--- src/rtl/mem_port_arbiter.sv ---
// mem_port_arbiter: owns the single main-memory port on behalf of the I-cache
// (block fills), the D-cache (repair reads) and the D-cache writeback path
// (dirty evictions). Only one memory transaction is in flight at a time.
//
// Ports
//   clk_i, rst_ni          clock, async active-low reset
//   ic_req_* / ic_resp_*   I-cache read request (vld/addr/rdy) and return (vld/data)
//   dc_req_* / dc_resp_*   D-cache read request and return
//   dc_wb_*                D-cache writeback (vld/addr/data/rdy), one-entry buffer
//   mem_req_* / mem_resp_* memory request (vld/we/addr/data/rdy) and read return
//   busy_o                 FSM not idle or writeback buffer occupied
//
// Configuration
//   MEM_ARB_RR_EN defined   : I/D reads alternate round-robin (1-bit pointer)
//   MEM_ARB_RR_EN undefined : D-cache reads always beat I-cache reads
module mem_port_arbiter #(
  parameter int CACHE_BLOCK_SIZE = 128
) (
  input  logic                        clk_i,
  input  logic                        rst_ni,
  input  logic                        ic_req_vld_i,
  input  logic [31:0]                 ic_req_addr_i,
  output logic                        ic_req_rdy_o,
  output logic                        ic_resp_vld_o,
  output logic [CACHE_BLOCK_SIZE-1:0] ic_resp_data_o,
  input  logic                        dc_req_vld_i,
  input  logic [31:0]                 dc_req_addr_i,
  output logic                        dc_req_rdy_o,
  output logic                        dc_resp_vld_o,
  output logic [CACHE_BLOCK_SIZE-1:0] dc_resp_data_o,
  input  logic                        dc_wb_vld_i,
  input  logic [31:0]                 dc_wb_addr_i,
  input  logic [CACHE_BLOCK_SIZE-1:0] dc_wb_data_i,
  output logic                        dc_wb_rdy_o,
  output logic                        mem_req_vld_o,
  output logic                        mem_req_we_o,
  output logic [31:0]                 mem_req_addr_o,
  output logic [CACHE_BLOCK_SIZE-1:0] mem_req_data_o,
  input  logic                        mem_req_rdy_i,
  input  logic                        mem_resp_vld_i,
  input  logic [CACHE_BLOCK_SIZE-1:0] mem_resp_data_i,
  output logic                        busy_o
);

  typedef enum logic [1:0] {IDLE, SEND, WAIT_RESP} state_t;

  localparam logic OWN_IC = 1'b0;
  localparam logic OWN_DC = 1'b1;

  typedef struct packed {
    logic                        we;
    logic                        own;
    logic [31:0]                 addr;
    logic [CACHE_BLOCK_SIZE-1:0] data;
  } mreq_t;

  state_t                      state;
  mreq_t                       req_q;
  logic                        wb_buf_vld;
  logic [31:0]                 wb_addr;
  logic [CACHE_BLOCK_SIZE-1:0] wb_data;

  logic rd_ok, dc_wins, gnt_wb, gnt_dc, gnt_ic;

`ifdef MEM_ARB_RR_EN
  // rr_dc=1: the D-cache wins a tie; flips to the loser after every read grant
  logic rr_dc;
  assign dc_wins = dc_req_vld_i && (!ic_req_vld_i || rr_dc);

  always_ff @(posedge clk_i or negedge rst_ni) begin
    if (!rst_ni)     rr_dc <= 1'b1;
    else if (gnt_dc) rr_dc <= 1'b0;
    else if (gnt_ic) rr_dc <= 1'b1;
  end
`else
  assign dc_wins = dc_req_vld_i;
`endif

  // A buffered writeback always goes first, so no read granted after the
  // eviction was accepted can overtake it.
  assign gnt_wb = (state == IDLE) && wb_buf_vld;
  assign rd_ok  = (state == IDLE) && !wb_buf_vld;
  assign gnt_dc = rd_ok && dc_wins;
  assign gnt_ic = rd_ok && ic_req_vld_i && !dc_wins;

  always_ff @(posedge clk_i or negedge rst_ni) begin
    if (!rst_ni) begin
      state      <= IDLE;
      req_q      <= '0;
      wb_buf_vld <= 1'b0;
      wb_addr    <= '0;
      wb_data    <= '0;
    end else begin
      // capture and drain are mutually exclusive: capture needs the buffer empty
      if (dc_wb_vld_i && !wb_buf_vld) begin
        wb_buf_vld <= 1'b1;
        wb_addr    <= dc_wb_addr_i;
        wb_data    <= dc_wb_data_i;
      end else if (gnt_wb) begin
        wb_buf_vld <= 1'b0;
      end

      case (state)
        IDLE: begin
          if (gnt_wb) begin
            req_q.we   <= 1'b1;
            req_q.own  <= OWN_DC;
            req_q.addr <= wb_addr;
            req_q.data <= wb_data;
            state      <= SEND;
          end else if (gnt_dc) begin
            req_q.we   <= 1'b0;
            req_q.own  <= OWN_DC;
            req_q.addr <= dc_req_addr_i;
            req_q.data <= '0;
            state      <= SEND;
          end else if (gnt_ic) begin
            req_q.we   <= 1'b0;
            req_q.own  <= OWN_IC;
            req_q.addr <= ic_req_addr_i;
            req_q.data <= '0;
            state      <= SEND;
          end
        end
        SEND:      if (mem_req_rdy_i) state <= req_q.we ? IDLE : WAIT_RESP;
        WAIT_RESP: if (mem_resp_vld_i) state <= IDLE;
        default:   state <= IDLE;
      endcase
    end
  end

  assign ic_req_rdy_o   = gnt_ic;
  assign dc_req_rdy_o   = gnt_dc;
  assign dc_wb_rdy_o    = !wb_buf_vld;

  assign mem_req_vld_o  = (state == SEND);
  assign mem_req_we_o   = req_q.we;
  assign mem_req_addr_o = req_q.addr;
  assign mem_req_data_o = req_q.data;

  // return data is passed straight through; only the owner sees a valid
  assign ic_resp_vld_o  = (state == WAIT_RESP) && mem_resp_vld_i && (req_q.own == OWN_IC);
  assign dc_resp_vld_o  = (state == WAIT_RESP) && mem_resp_vld_i && (req_q.own == OWN_DC);
  assign ic_resp_data_o = mem_resp_data_i;
  assign dc_resp_data_o = mem_resp_data_i;

  assign busy_o = (state != IDLE) || wb_buf_vld;

endmodule

--- config.mk ---
export PLATFORM = sky130hd
export DESIGN_NAME = mem_port_arbiter
export DESIGN_NICKNAME = d
export VERILOG_FILES = /design/src/rtl/mem_port_arbiter.sv
export SDC_FILE = /design/constraint.sdc
export NUM_CORES = 1
export LEC_CHECK = 0
export CORE_AREA = 2 2 307 309
export DETAILED_ROUTE_END_ITERATION = 7
export DIE_AREA = 0 0 309 311
export PLACE_DENSITY = 0.49
export SYNTH_ARGS = -nofsm -noshare
export SYNTH_HDL_FRONTEND = slang
export SYNTH_SLANG_ARGS = --single-unit
--- constraint.sdc ---
create_clock -name clk_i -period 4 [get_ports clk_i]
set_input_delay 0.6 -clock clk_i [delete_from_list [all_inputs] [get_ports clk_i]]
set_output_delay 0.6 -clock clk_i [all_outputs]
set_load 0.02 [all_outputs]
==> metrics <==
Resized cells post-CTS=0; number of slew-limit violations in the final report=0; global route overflow=0; combinational family with the most area after synthesis=buffers and inverters; Synth cell types=35; DP Worst Slack=roughly 1.1 ns; standard-cell rows=between 100 and 150; number of warnings printed during yosys synthesis=0; number of CTS-inserted buffers=42; cell with the largest stage delay on the worst path=clkdlybuf4s50_1; clock tree skew after final layout=around 0.017 ns; routability-driven placement congestion ratio=approximately 0.74; largest stage delay on the critical path=~0.65 ns; cell types with the largest area share after synthesis=dfrtp_1 50%, buf_4 19%, mux2_1 7.0%, a22o_1 6.9%, mux2_2 4.2%; Avg WL per Cell=22.46 µm; Synth Area in XOR/XNOR=0%; Initial Utilization=between 10% and 20%; First-pass DRT Iterations=7; routed wire length=around 57 mm; post-DR vias/cell=roughly 3.7; die span in y=approximately 310 µm; clock insertion delay at the later pin of the skew report=~0.58 ns; final critical path time including I/O delays and setup=slightly above 3 ns; clk sinks=roughly 330; multi-input gate area in the final layout=4257 µm²; IO Count=783; flop and latch count out of synthesis=approximately 330; area growth from synthesis to final layout=22.38%; layout cells sized above 1=between 15 and 20%; chain of cells forming the critical path=or3_4 > nor3b_1 > clkdlybuf4s50_1; hold violation total from the final report=0; Clk network pwr share=approximately a quarter; area inside the core boundary=~93000 µm²; slew of the pin with the lowest slew margin=about 1.0 ns; switching part of the total=35.34%; count of max-cap constraint violations=0; Placed Cells=2477; share of synthesized cell area in and, or, nand and nor gates=3.179%; GR Util All Layers=a little under an eighth; switching power total=about 5.7 mW; total nets after synthesis=~1600; clock tree from TritonCTS=yes; Startpoint Class=flop; maximum number of pins on one net before global-route repair=116; leading cell types in the layout, fill and taps excluded=396 x clkdlybuf4s50_1, 325 x dfrtp_1, 128 x a22o_1; clock root buffer master=clkbuf_16; synthesized area=roughly 16000 µm²; relative max-transition margin=32.44%; count of vias placed by the detailed router=slightly above 9000; global-route wire length before repair=79.17 mm; PortBufs=~400; fraction of synthesized area in multiplexers=11.17%; unrepaired setup endpoints after global routing=false; run status=finished, final reports clean; post-synthesis cell type with the largest combined area=dfrtp_1; Reg area=slightly above 8000 µm²; Power Dens Cells=approximately 820 nW/µm²; post-route clock period utilization=between 70% and 80%; buffering stage count on the worst path with inverters included=1; crit path max fanout=7; relative contribution of combinational cells to total power=around 40%; setup TNS=0 ns; area share of the largest cell type after synthesis=50.40%; arrival time reported for the critical path endpoint=2.49 ns; Setup CP Type=flop to output pin; overall die area=just under 100000 µm²; fmax=between 300 and 400 MHz; post-detailed-placement half-perimeter wirelength=43.48 mm; CTS clk-pin slew, worst paths=0.06 ns; post-synthesis sequential area ratio=50.40%; sort of element at the end of the critical path=output pin; share of synthesized cell area in full adder, half adder and majority cells=0%; total number of nets in the final design=between 1500 and 2000; via count of the first global-routing pass=roughly 10000; IR Drop Worst-Case VDD=0.5425 mV; final-layout fill cell count=9957; per-instance average area after synthesis=around 13 µm²; total setup violations reported at the end of the flow=0; number of cells in the finished layout apart from fillers=between 2000 and 3000; drt first-iter violations=around 360; Bufs on Longest Clock Path=3; worst min path class=input port to async pin; die boundary width=slightly above 300 µm; postcts setup bufs=0; cell class contributing the biggest share of worst-path delay=simple AND/OR/NAND/NOR gates; antenna violations before repair=2; r2r setup slk=roughly 1.8 ns; leakage power total=between 7 and 8 nW; Antenna Nets Post-Route=0; compound-cell area share of the yosys netlist=a little under an eighth; Pint=roughly 10 mW; cell count after synthesis=between 1000 and 1500; sequential group share of total power=between 30% and 40%; Critical Path RT=around 3.4 ns; Final WS setup=0.9092 ns; # H-tree levels=2; total of hold buffers inserted after clock tree synthesis=0; most common cell after layout, fill and taps aside=clkdlybuf4s50_1; number of remaining DRC errors=0
-- cells by family after synthesis --
logic type,after synthesis
mux,160
compound gates,229
simple gates,82
buf+inv,489
flops,325
-- path summary, 6_finish.rpt --
kind	to	depth (start not counted)	startpoint
max in group asynchronous	wb_data[112]$_DFFE_PN0P_	2	rst_ni
min	mem_req_data_o[118]$_DFFE_PN0P_	1	rst_ni
max reg2reg	mem_req_addr_o[29]$_DFFE_PN0P_	3	state[1]$_DFFE_PN0P_
max	ic_req_rdy_o	3	wb_buf_vld$_DFFE_PN0P_
min reg2reg	mem_req_addr_o[24]$_DFFE_PN0P_	2	wb_addr[24]$_DFFE_PN0P_
min in group clk_i	mem_req_addr_o[24]$_DFFE_PN0P_	2	wb_addr[24]$_DFFE_PN0P_
-- area by class of cell --
cell class / count / share of cell area [%]
multi-input combinational: 471 / 21.56
timing repair buffer: 424 / 21.54
inverter: 3 / 0.05703
clock inverter: 17 / 1.305
antenna: 2 / 0.02535
sequential: 325 / 41.19
clock buffer: 60 / 6.381
tap: 1254 / 7.946
-- cells in the mapped netlist (all sizes together) --
cell / n
a21o: 1
a22o: 128
and3: 1
buf: 462
clkbuf: 23
dfrtp: 325
dlymetal6s2s: 1
inv: 3
mux2: 160
nand2: 34
nand2b: 5
nor2: 4
nor2b: 1
nor3: 2
nor3b: 3
o211ai: 32
o21ai: 33
o21bai: 1
o22ai: 32
o2bb2ai: 1
o32ai: 1
or2: 1
or2b: 30
or3: 1
-- power groups by stage --
stage / Sequential (mW) / Clock, mW / Combinational (mW)
after CTS: 5.75 / 4.23 / 6.60
after detailed placement: 5.77 / 0 / 6.58
final: 5.75 / 4.06 / 6.43
after floorplan: 5.48 / 0 / 5.47
after global placement: 5.73 / 0 / 6.46
after global routing: 5.94 / 4.34 / 6.91
-- flip-flops by register name, summed over array words and instances, names as in the netlist --
signal	count
req_q	1
state	2
wb_data	128
wb_addr	32
wb_buf_vld	1
mem_req_we_o	1
mem_req_addr_o	32
mem_req_data_o	128
-- per-stage QoR --
step / hold slack, ns / power [mW] / utilization, % / instance area, µm²
floorplan: 0.3044 / 10.95 / - / 16140
global placement: 0.4580 / 12.19 / 19.64 / 18220
detailed placement: 0.4701 / 12.35 / 19.64 / 18220
CTS: 0.0005772 / 16.58 / 21.28 / 19740
global route: 0.03762 / 17.19 / 21.28 / 19740
finish: 0.009764 / 16.23 / 21.29 / 19750
-- per-layer routing --
layer,routed length [µm],global-route usage [%],vias up
li1,-,-,3991
met1,18360,10.58,4628
met2,28140,19.67,645
met3,9262,8.064,64
met4,1503,3.619,6
met5,131,0.9100,-
Note: power is estimated with default switching activity, not from simulation.
